**src/rtl/text_pkg.sv**
```systemverilog
// Shared geometry, control codes, cell format and state encoding for the
// text console writer.
package text_pkg;

   localparam int ROW_STRIDE = 32;
   localparam int ADDR_W     = 10;
   localparam int COL_W      = $clog2(ROW_STRIDE);
   localparam int ROW_W      = ADDR_W - COL_W;

   localparam logic [4:0] COL_FIRST = 5'd1;
   localparam logic [4:0] COL_LAST  = 5'd28;
   localparam logic [4:0] ROW_FIRST = 5'd1;
   localparam logic [4:0] ROW_LAST  = 5'd15;

   localparam logic [7:0] CODE_CR = 8'h0D;
   localparam logic [7:0] CODE_LF = 8'h0A;
   localparam logic [7:0] CODE_BS = 8'h08;
   localparam logic [7:0] CODE_FF = 8'h0C;

   typedef struct packed {
      logic [7:0] attr;
      logic [7:0] chr;
   } cell_t;

   localparam cell_t BLANK_CELL = '{attr: 8'h07, chr: 8'h20};

   typedef enum logic [1:0] {
      IDLE,
      CLEAR_LINE,
      CLEAR_ALL
   } state_t;

   // Row stride is a power of two, so the cell address is a plain concat.
   function automatic logic [ADDR_W-1:0] cell_addr(input logic [ROW_W-1:0] row,
                                                   input logic [COL_W-1:0] col);
      return {row, col};
   endfunction

endpackage

```
**src/rtl/text_console_writer.sv**
```systemverilog
// Byte-stream front end for the text RAM write port: cursor tracking, control
// codes, line wrap and line/screen clears.
//
// state      | meaning
// IDLE       | accepting bytes; printable and BS writes issue from here
// CLEAR_LINE | blanking columns COL_FIRST..COL_LAST of the new cursor row
// CLEAR_ALL  | blanking the whole window row by row after a form feed
module text_console_writer (
   input  logic        clk,
   input  logic        rst,
   input  logic        in_valid,
   output logic        in_ready,
   input  logic [7:0]  in_data,
   input  logic [7:0]  in_attr,
   output logic        ram_cea,
   output logic [9:0]  ram_ada,
   output logic [15:0] ram_din,
   output logic [4:0]  cur_row,
   output logic [4:0]  cur_col,
   output logic        busy
);
   import text_pkg::*;

   state_t     state;
   logic [4:0] clr_row;
   logic [4:0] clr_col;
   logic       clr_done;

   logic       accept;
   logic       is_ctrl;
   logic       newline;
   logic [4:0] nl_row;

   always_comb begin
      accept  = in_valid && in_ready;
      is_ctrl = (in_data == CODE_CR) || (in_data == CODE_LF) ||
                (in_data == CODE_BS) || (in_data == CODE_FF);
      newline = accept && ((in_data == CODE_LF) || (!is_ctrl && (cur_col == COL_LAST)));
      nl_row  = (cur_row == ROW_LAST) ? ROW_FIRST : cur_row + 5'd1;
   end

   always_ff @(posedge clk or posedge rst) begin
      if (rst) begin
         state    <= IDLE;
         cur_row  <= ROW_FIRST;
         cur_col  <= COL_FIRST;
         ram_cea  <= 1'b0;
         ram_ada  <= '0;
         ram_din  <= '0;
         in_ready <= 1'b0;
         busy     <= 1'b0;
         clr_row  <= ROW_FIRST;
         clr_col  <= COL_FIRST;
         clr_done <= 1'b0;
      end else begin
         ram_cea <= 1'b0;
         case (state)
            IDLE: begin
               in_ready <= 1'b1;
               busy     <= 1'b0;
               if (newline) begin
                  cur_row  <= nl_row;
                  cur_col  <= COL_FIRST;
                  clr_col  <= COL_FIRST;
                  state    <= CLEAR_LINE;
                  in_ready <= 1'b0;
                  busy     <= 1'b1;
               end
               if (accept) begin
                  if (in_data == CODE_CR) begin
                     cur_col <= COL_FIRST;
                  end else if (in_data == CODE_BS) begin
                     if (cur_col > COL_FIRST) begin
                        cur_col <= cur_col - 5'd1;
                        ram_cea <= 1'b1;
                        ram_ada <= cell_addr(cur_row, cur_col - 5'd1);
                        ram_din <= BLANK_CELL;
                     end
                  end else if (in_data == CODE_FF) begin
                     cur_row  <= ROW_FIRST;
                     cur_col  <= COL_FIRST;
                     clr_row  <= ROW_FIRST;
                     clr_col  <= COL_FIRST;
                     state    <= CLEAR_ALL;
                     in_ready <= 1'b0;
                     busy     <= 1'b1;
                  end else if (in_data != CODE_LF) begin
                     ram_cea <= 1'b1;
                     ram_ada <= cell_addr(cur_row, cur_col);
                     ram_din <= {in_attr, in_data};
                     if (!newline) cur_col <= cur_col + 5'd1;
                  end
               end
            end
            CLEAR_LINE: begin
               // One idle cycle after the last write so in_ready never overlaps it.
               if (clr_done) begin
                  state    <= IDLE;
                  in_ready <= 1'b1;
                  busy     <= 1'b0;
                  clr_done <= 1'b0;
               end else begin
                  ram_cea <= 1'b1;
                  ram_ada <= cell_addr(cur_row, clr_col);
                  ram_din <= BLANK_CELL;
                  if (clr_col == COL_LAST) clr_done <= 1'b1;
                  else                     clr_col  <= clr_col + 5'd1;
               end
            end
            CLEAR_ALL: begin
               if (clr_done) begin
                  state    <= IDLE;
                  in_ready <= 1'b1;
                  busy     <= 1'b0;
                  clr_done <= 1'b0;
               end else begin
                  ram_cea <= 1'b1;
                  ram_ada <= cell_addr(clr_row, clr_col);
                  ram_din <= BLANK_CELL;
                  if (clr_col == COL_LAST) begin
                     clr_col <= COL_FIRST;
                     if (clr_row == ROW_LAST) clr_done <= 1'b1;
                     else                     clr_row  <= clr_row + 5'd1;
                  end else begin
                     clr_col <= clr_col + 5'd1;
                  end
               end
            end
            default: begin
               state <= IDLE;
            end
         endcase
      end
   end

endmodule

```
**config.mk**
```make
export PLATFORM = sky130hd
export DESIGN_NAME = text_console_writer
export DESIGN_NICKNAME = d
export VERILOG_FILES = /design/src/rtl/text_pkg.sv /design/src/rtl/text_console_writer.sv
export SDC_FILE = /design/constraint.sdc
export NUM_CORES = 1
export LEC_CHECK = 0
export CAP_MARGIN = 20
export CORE_MARGIN = 2
export CORE_UTILIZATION = 57
export CTS_CLUSTER_SIZE = 25
export DETAILED_ROUTE_END_ITERATION = 10
export PLACE_DENSITY_LB_ADDON = 0.15
export SYNTH_ARGS = -nofsm -noshare
export SYNTH_HDL_FRONTEND = slang
export SYNTH_SLANG_ARGS = --single-unit
```
**constraint.sdc**
```tcl
create_clock -name clk -period 3.8 [get_ports clk]
set_input_delay 1.14 -clock clk [delete_from_list [all_inputs] [get_ports clk]]
set_output_delay 1.14 -clock clk [all_outputs]
set_load 0.02 [all_outputs]
```
==> flow_metrics.env, run 1 <==
export IMPL_p_per_area_nw_per_um2=256.3
export IMPL_tns_ns=0
export IMPL_async_reset_ff_frac=1.000
export IMPL_hold_class="register to register"
export IMPL_synthDistinctLibCells=65
export IMPL_hold_slack_ns=0.5124
export IMPL_diodes=0
export IMPL_drc=0
export IMPL_cp_required_ns=4.01
export IMPL_final_max_slew_viol_count=0
export IMPL_vdd_ir_drop_worst_v=0.0002296
export IMPL_cts_root_buf="clkbuf_8"
export IMPL_timing_rr_end="clr_col[2]"
export IMPL_ioPinCount=58
export IMPL_drt_total_wl_um=7860
export IMPL_finalHoldViolations=0
export IMPL_coreArea_um2=5473
export IMPL_grt_max_degree=53
export IMPL_start_util=0.5857
export IMPL_yosysWarnings=0
export IMPL_cts_made_buffers=5
export IMPL_post_cts_setup_buffers=0
export IMPL_min_delay_path_depth=1
export IMPL_crit_type="input pin to register"
export IMPL_period_share=0.8323
export IMPL_cts_sinks=52
export IMPL_regToRegSetupSlack_ns=0.83
export IMPL_synth_seq_area_share=0.4075
export IMPL_grt_pass1_wl_um=13250
export IMPL_cts_tree="done"
export IMPL_period_needed_ns=3.163
export IMPL_syn_to_final_growth_pct=23.93
export IMPL_fmax_mhz=316.2
export IMPL_gp_congestion=0.9488
export IMPL_tightest_slew_ns=0.9939
export IMPL_syn_inst=322
export IMPL_cp_start_kind="input pin"
export IMPL_min_from="ram_din[11]"
export IMPL_overflow=0
export IMPL_holdPathEnd="ram_din[11]"
export IMPL_ys_ff_latch=52
export IMPL_cp_arrival_ns=3.37
export IMPL_swShare=0.2187
export IMPL_crit_fanout=11
export IMPL_cts_max_level=2
export IMPL_synthFlopType="dfrtp_1"
export IMPL_fin_cells=451
export IMPL_clk_latency_ns=0.31
export IMPL_finalSetupViolCount=0
export IMPL_postCtsResizedCells=0
export IMPL_avgSynthCellArea_um2=9.955
export IMPL_antenna_found_initial=0
export IMPL_internal_power_mw=0.7955
export IMPL_fin_skew_ns=0.006492
export IMPL_total_leakage_power_nw=1.576
export IMPL_synth_edff_count=0
export IMPL_firstDrtPassIters=4
export IMPL_max_slew_margin=0.3313
export IMPL_post_drt_wl_per_cell_um=17.43
export IMPL_power_switching_mw=0.2226
export IMPL_dp_cells=443
export IMPL_combinationalPowerShare=0.058
export IMPL_io_buffers=57
export IMPL_cts_hold_fix_buffers=0
export IMPL_drt_iter0_drc=271
export IMPL_syn_num_nets=354
export IMPL_outcome="finished, final reports clean"
export IMPL_dp_hpwl_um=5704
export IMPL_drive_gt1_frac=0.1293
export IMPL_nets=410
export IMPL_maxCapViolCount=0
export IMPL_grt_pass1_vias=2808
export IMPL_rsz0062_at_grt="no"
export IMPL_grt_usage=0.2645
export IMPL_syn_area_um2=3206
export IMPL_vias=2787
export IMPL_die_w_um=78.99
export IMPL_clkTransAtPathRegs_ns=0.10
export IMPL_worst_r2r_startpoint="state[1]"
export IMPL_die_h_um=78.99
export IMPL_viasPerCell=6.180
export IMPL_p_clk_frac=0.398
export IMPL_cp_end_kind="register"
export IMPL_clockBufferDepth=2
export IMPL_rows=27
export IMPL_ant_nets=0
export IMPL_die_area_um2=6239
export IMPL_r2r_cells=6
export IMPL_seq_power_share=0.543
==> cell usage after synthesis (3+ instances only) <==
cell type  number  area share
o21ai_0        19       0.030
o31ai_1         7       0.016
or2_2           3      0.0059
nand2_1        27       0.032
a211oi_1        3      0.0070
nor4_1          4      0.0078
mux2_2         15       0.053
and2_1          3      0.0059
a21oi_1        13       0.020
a31oi_1         5      0.0098
dfstp_2         4       0.033
xor2_1          6       0.016
inv_1          13       0.015
nor3b_1         3      0.0070
nand2b_1        8       0.016
clkbuf_1       11       0.013
nand3_1        11       0.017
ha_1           13       0.051
a41oi_1         6       0.016
o2bb2ai_1       3      0.0082
o21a_1          3      0.0070
a22o_1          9       0.025
nor2b_1         5      0.0098
dfrtp_1        48        0.37
nor2_1         10       0.012
xnor2_1         3      0.0082
nor3_1          7       0.011
a32o_1         11       0.034
a21o_1          3      0.0070
==> registers in the layout (all words and copies together), names as in the netlist <==
signal and cells:
state 2, cur_row 5, clr_row 5, clr_col 5
in_ready 1, ram_ada 10, ram_cea 1, clr_done 1
ram_din 16, busy 1, cur_col 5
==> worst max-delay path, cell delays in order <==
cell and delay [ns]:
clkdlybuf4s50_1 0.64, nor4b_2 0.69, nand2_1 0.31, xnor2_1 0.21, o21ai_0 0.09, mux2_2 0.29
==> per-stage QoR <==
stage / power (mW) / cell area (um2) / setup slack, ns / util
floorplan: 0.5893 / 3206 / 1.128 / -
global placement: 0.6223 / 3851 / 0.4049 / 0.7037
detailed placement: 0.6234 / 3851 / 0.3473 / 0.7037
CTS: 1.026 / 3973 / 0.6821 / 0.7259
global route: 1.050 / 3973 / 0.4851 / 0.7259
finish: 1.018 / 3973 / 0.6374 / 0.7259
==> power by group through the flow <==
stage | registers, mW | logic (mW) | clock network [mW]
5_1_grt | 0.553 | 0.0655 | 0.431
3_3_place_gp | 0.564 | 0.0584 | 0
6_report | 0.553 | 0.0595 | 0.405
2_1_floorplan | 0.564 | 0.0253 | 0
4_1_cts | 0.553 | 0.0599 | 0.413
3_5_place_dp | 0.564 | 0.0595 | 0
==> worst max-delay path by stage <==
| stage | start | to | slack, ns | depth (start not counted) |
|---|---|---|---|---|
| final | in_data[1] | ram_ada[0] | 0.64 | 6 |
| after global routing | in_data[1] | ram_ada[0] | 0.49 | 6 |
| after CTS | in_data[3] | ram_din[9] | 0.68 | 6 |
| after detailed placement | in_data[3] | ram_din[9] | 0.35 | 6 |
| after global placement | in_data[5] | ram_din[5] | 0.40 | 6 |
| after floorplan | in_data[5] | ram_din[10] | 1.13 | 5 |
==> final cells by class <==
| class | instances | area, um2 |
|---|---|---|
| Clock buffer | 6 | 82.58 |
| Clock inverter | 2 | 38.79 |
| Fill cell | 427 | 1500 |
| Inverter | 13 | 48.80 |
| Multi-Input combinational cell | 242 | 1783 |
| Sequential cell | 52 | 1306 |
| Tap cell | 72 | 90.09 |
| Timing Repair Buffer | 64 | 623.1 |
==> kinds of logic after synthesis <==
group | count (synthesis) | share of synthesized area
buf+inv | 28 | 0.03630
simple gates | 99 | 0.1737
fa+ha+maj | 13 | 0.05074
xor+xnor | 9 | 0.02459
mux | 16 | 0.05582
compound gates | 105 | 0.2514
flops | 52 | 0.4075
==> routing by layer <==
| metal | vias to the layer above | GRT usage | wire (um) |
|---|---|---|---|
| li1 | 1328 | - | - |
| met1 | 1347 | 0.3665 | 3632 |
| met2 | 95 | 0.4220 | 3697 |
| met3 | 17 | 0.05455 | 380 |
| met4 | 0 | 0.07586 | 150 |
| met5 | - | 0 | 0 |
==> placed cells by master (no fill, tap or decap), drive strengths merged, types with 13 or more instances in the layout <==
cell,count
clkdlybuf4s50,57
ha,13
inv,13
mux2,15
o21ai,19
a21oi,14
dfrtp,48
nand2,28
Power figures use the tool's default switching activity.
==> run 2: changes to the inputs <==
--- a/config.mk
+++ b/config.mk
@@ -7,7 +7,7 @@
 export LEC_CHECK = 0
 export CAP_MARGIN = 20
 export CORE_MARGIN = 2
-export CORE_UTILIZATION = 57
+export CORE_UTILIZATION = 48
 export CTS_CLUSTER_SIZE = 25
 export DETAILED_ROUTE_END_ITERATION = 10
 export PLACE_DENSITY_LB_ADDON = 0.15
==> constraint.sdc (replaced) <==
create_clock -name clk -period 2.65 [get_ports clk]
set_input_delay 0.795 -clock clk [delete_from_list [all_inputs] [get_ports clk]]
set_output_delay 0.795 -clock clk [all_outputs]
set_load 0.02 [all_outputs]
==> run 2 against run 1 <==
The run now ends with design-rule violations left. Routed wire length grew 2.5%. Count of clock-buffer cells in the layout stayed put. Die area up 18%. Setup slack lost 0.54 ns. Flip-flop and latch count is the same. Combinational power is 76% higher. Via count up 4.5%. Sequential power is 43% higher. Critical path depth unchanged. Largest power group unchanged.
==> flow_metrics.env, run 2 (synthesis gave the netlist of run 1 again) <==
export IMPL_p_per_area_nw_per_um2=327.0
export IMPL_pre_cts_slack_ns=-0.2302
export IMPL_crit_chain="clkdlybuf4s50_1 -> or2_2 -> o311ai_4 -> o31ai_4 -> or2_2 -> a41oi_1"
export IMPL_top_regs="ram_din (16), ram_ada (10)"
export IMPL_cts_max_level=2
export IMPL_cts_sinks=52
export IMPL_max_slew_margin=0.6210
export IMPL_outcome="complete, but fails checks"
export IMPL_cp_top_family="simple AND/OR/NAND/NOR gates"
export IMPL_cts_made_buffers=5
export IMPL_nets=444
export IMPL_grt_usage=0.2270
export IMPL_ioPinCount=58
export IMPL_cp_arrival_ns=2.78
export IMPL_clockBufferDepth=2
export IMPL_die_area_um2=7348
export IMPL_vias=2912
export IMPL_period_share=0.9632
export IMPL_grt_pass1_vias=2824
export IMPL_final_cell_mix="clkdlybuf4s50_1 (57), dfrtp_1 (48), buf_4 (40), nand2_1 (27), o21ai_0 (19)"
export IMPL_tightest_slew_ns=0.5679
export IMPL_coreArea_um2=6422
export IMPL_clkTransAtPathRegs_ns=0.09
export IMPL_vdd_ir_drop_worst_v=0.0002636
export IMPL_cpMaxStageDelayCell="clkdlybuf4s50_1"
export IMPL_tns_ns=0
export IMPL_overflow=0
export IMPL_finalHoldViolations=0
export IMPL_fmax_mhz=391.8
export IMPL_n_fill_cell=535
export IMPL_start_util=0.4991
export IMPL_finalSetupViolCount=0
export IMPL_top_register="ram_din"
export IMPL_die_h_um=85.72
export IMPL_drive_gt1_frac=0.2034
export IMPL_antenna_found_initial=0
export IMPL_syn_to_final_growth_pct=31.89
export IMPL_drc=3
export IMPL_firstDrtPassIters=10
export IMPL_cts_tree="done"
export IMPL_final_max_slew_viol_count=0
export IMPL_drt_iter0_drc=162
export IMPL_largest_register_ffs=16
export IMPL_rows=29
export IMPL_diodes=0
export IMPL_gp_congestion=0.9168
export IMPL_rsz0062_at_grt="no"
export IMPL_die_w_um=85.72
export IMPL_cp_required_ns=2.88
export IMPL_drt_total_wl_um=8058
export IMPL_maxCapViolCount=0
export IMPL_final_common_cell="clkdlybuf4s50_1"
export IMPL_critPathBufInv=1
export IMPL_io_buffers=57
export IMPL_post_drt_wl_per_cell_um=16.44
export IMPL_fin_ws_ns=0.09750
export IMPL_crit_top_cell="or2_2"
export IMPL_period_needed_ns=2.553
export IMPL_cp_start_kind="input pin"
export IMPL_grt_pass1_wl_um=13520
export IMPL_crit_type="input pin to register"
export IMPL_viasPerCell=5.943
export IMPL_failed_checks="design-rule violations"
export IMPL_crit_fanout=7
export IMPL_cts_root_buf="clkbuf_8"
export IMPL_grt_max_degree=53
export IMPL_fin_skew_ns=0.003896
export IMPL_crit_path_max_incr_delay_ns=0.53
export IMPL_total_leakage_power_nw=1.739
export IMPL_cp_end_kind="register"
export IMPL_total_power_mw=1.383
export IMPL_ant_nets=0
export IMPL_hold_class="register to register"
export IMPL_dp_hpwl_um=6006
export IMPL_clk_latency_ns=0.31
-- run 2: cell type report --
type,count,area [um2],share of cell area
Timing Repair Buffer,98,890.9,0.2107
Clock buffer,6,82.58,0.01953
Sequential cell,52,1306,0.3090
Clock inverter,2,13.76,0.003255
Multi-Input combinational cell,242,1789,0.4232
Inverter,13,48.80,0.01154
Tap cell,77,96.34,0.02279
-- run 2: report_power, final --
group / internal (mW) / leakage, nW / switching, mW
combinational: 0.0539 / 1.05 / 0.0511
clock: 0.214 / 0.0516 / 0.270
sequential: 0.793 / 0.636 / 0
total: 1.06 / 1.74 / 0.322
-- run 2: path summary, 6_finish.rpt --
check	endpoint	cells after the start	slack [ns]	startpoint
min	ram_din[3]	1	0.51	ram_din[3]
max reg2reg	clr_col[2]	7	0.14	cur_col[0]
max	clr_col[2]	6	0.1	in_data[4]
max in group asynchronous	cur_col[0]	3	1.51	rst
min in group asynchronous	ram_din[9]	3	0.86	rst
min reg2reg	ram_din[3]	1	0.51	ram_din[3]
-- run 2: timing repair --
action	4_1_cts	5_1_grt
setup buffers	0	0
resized for setup	0	1
endpoints found under the setup margin	0	9
hold buffers	0	0
-- run 2: per-layer routing --
metal  global-route usage  routed length, um
met3              0.04042                289
met2               0.3580               3807
met4              0.05339                 44
met1               0.3270               3915
met5                    0                  0
-- run 2: metrics by stage --
| stage | utilization | instance area [um2] | std cells | hold WS (ns) |
|---|---|---|---|---|
| after global placement | 0.6423 | 4125 | 482 | 0.4756 |
| after CTS | 0.6573 | 4222 | 490 | 0.5095 |
| after global routing | 0.6583 | 4228 | 490 | 0.5215 |
| after floorplan | - | 3206 | 322 | 0.4715 |
| final | 0.6583 | 4228 | 490 | 0.5052 |
| after detailed placement | 0.6423 | 4125 | 482 | 0.4868 |
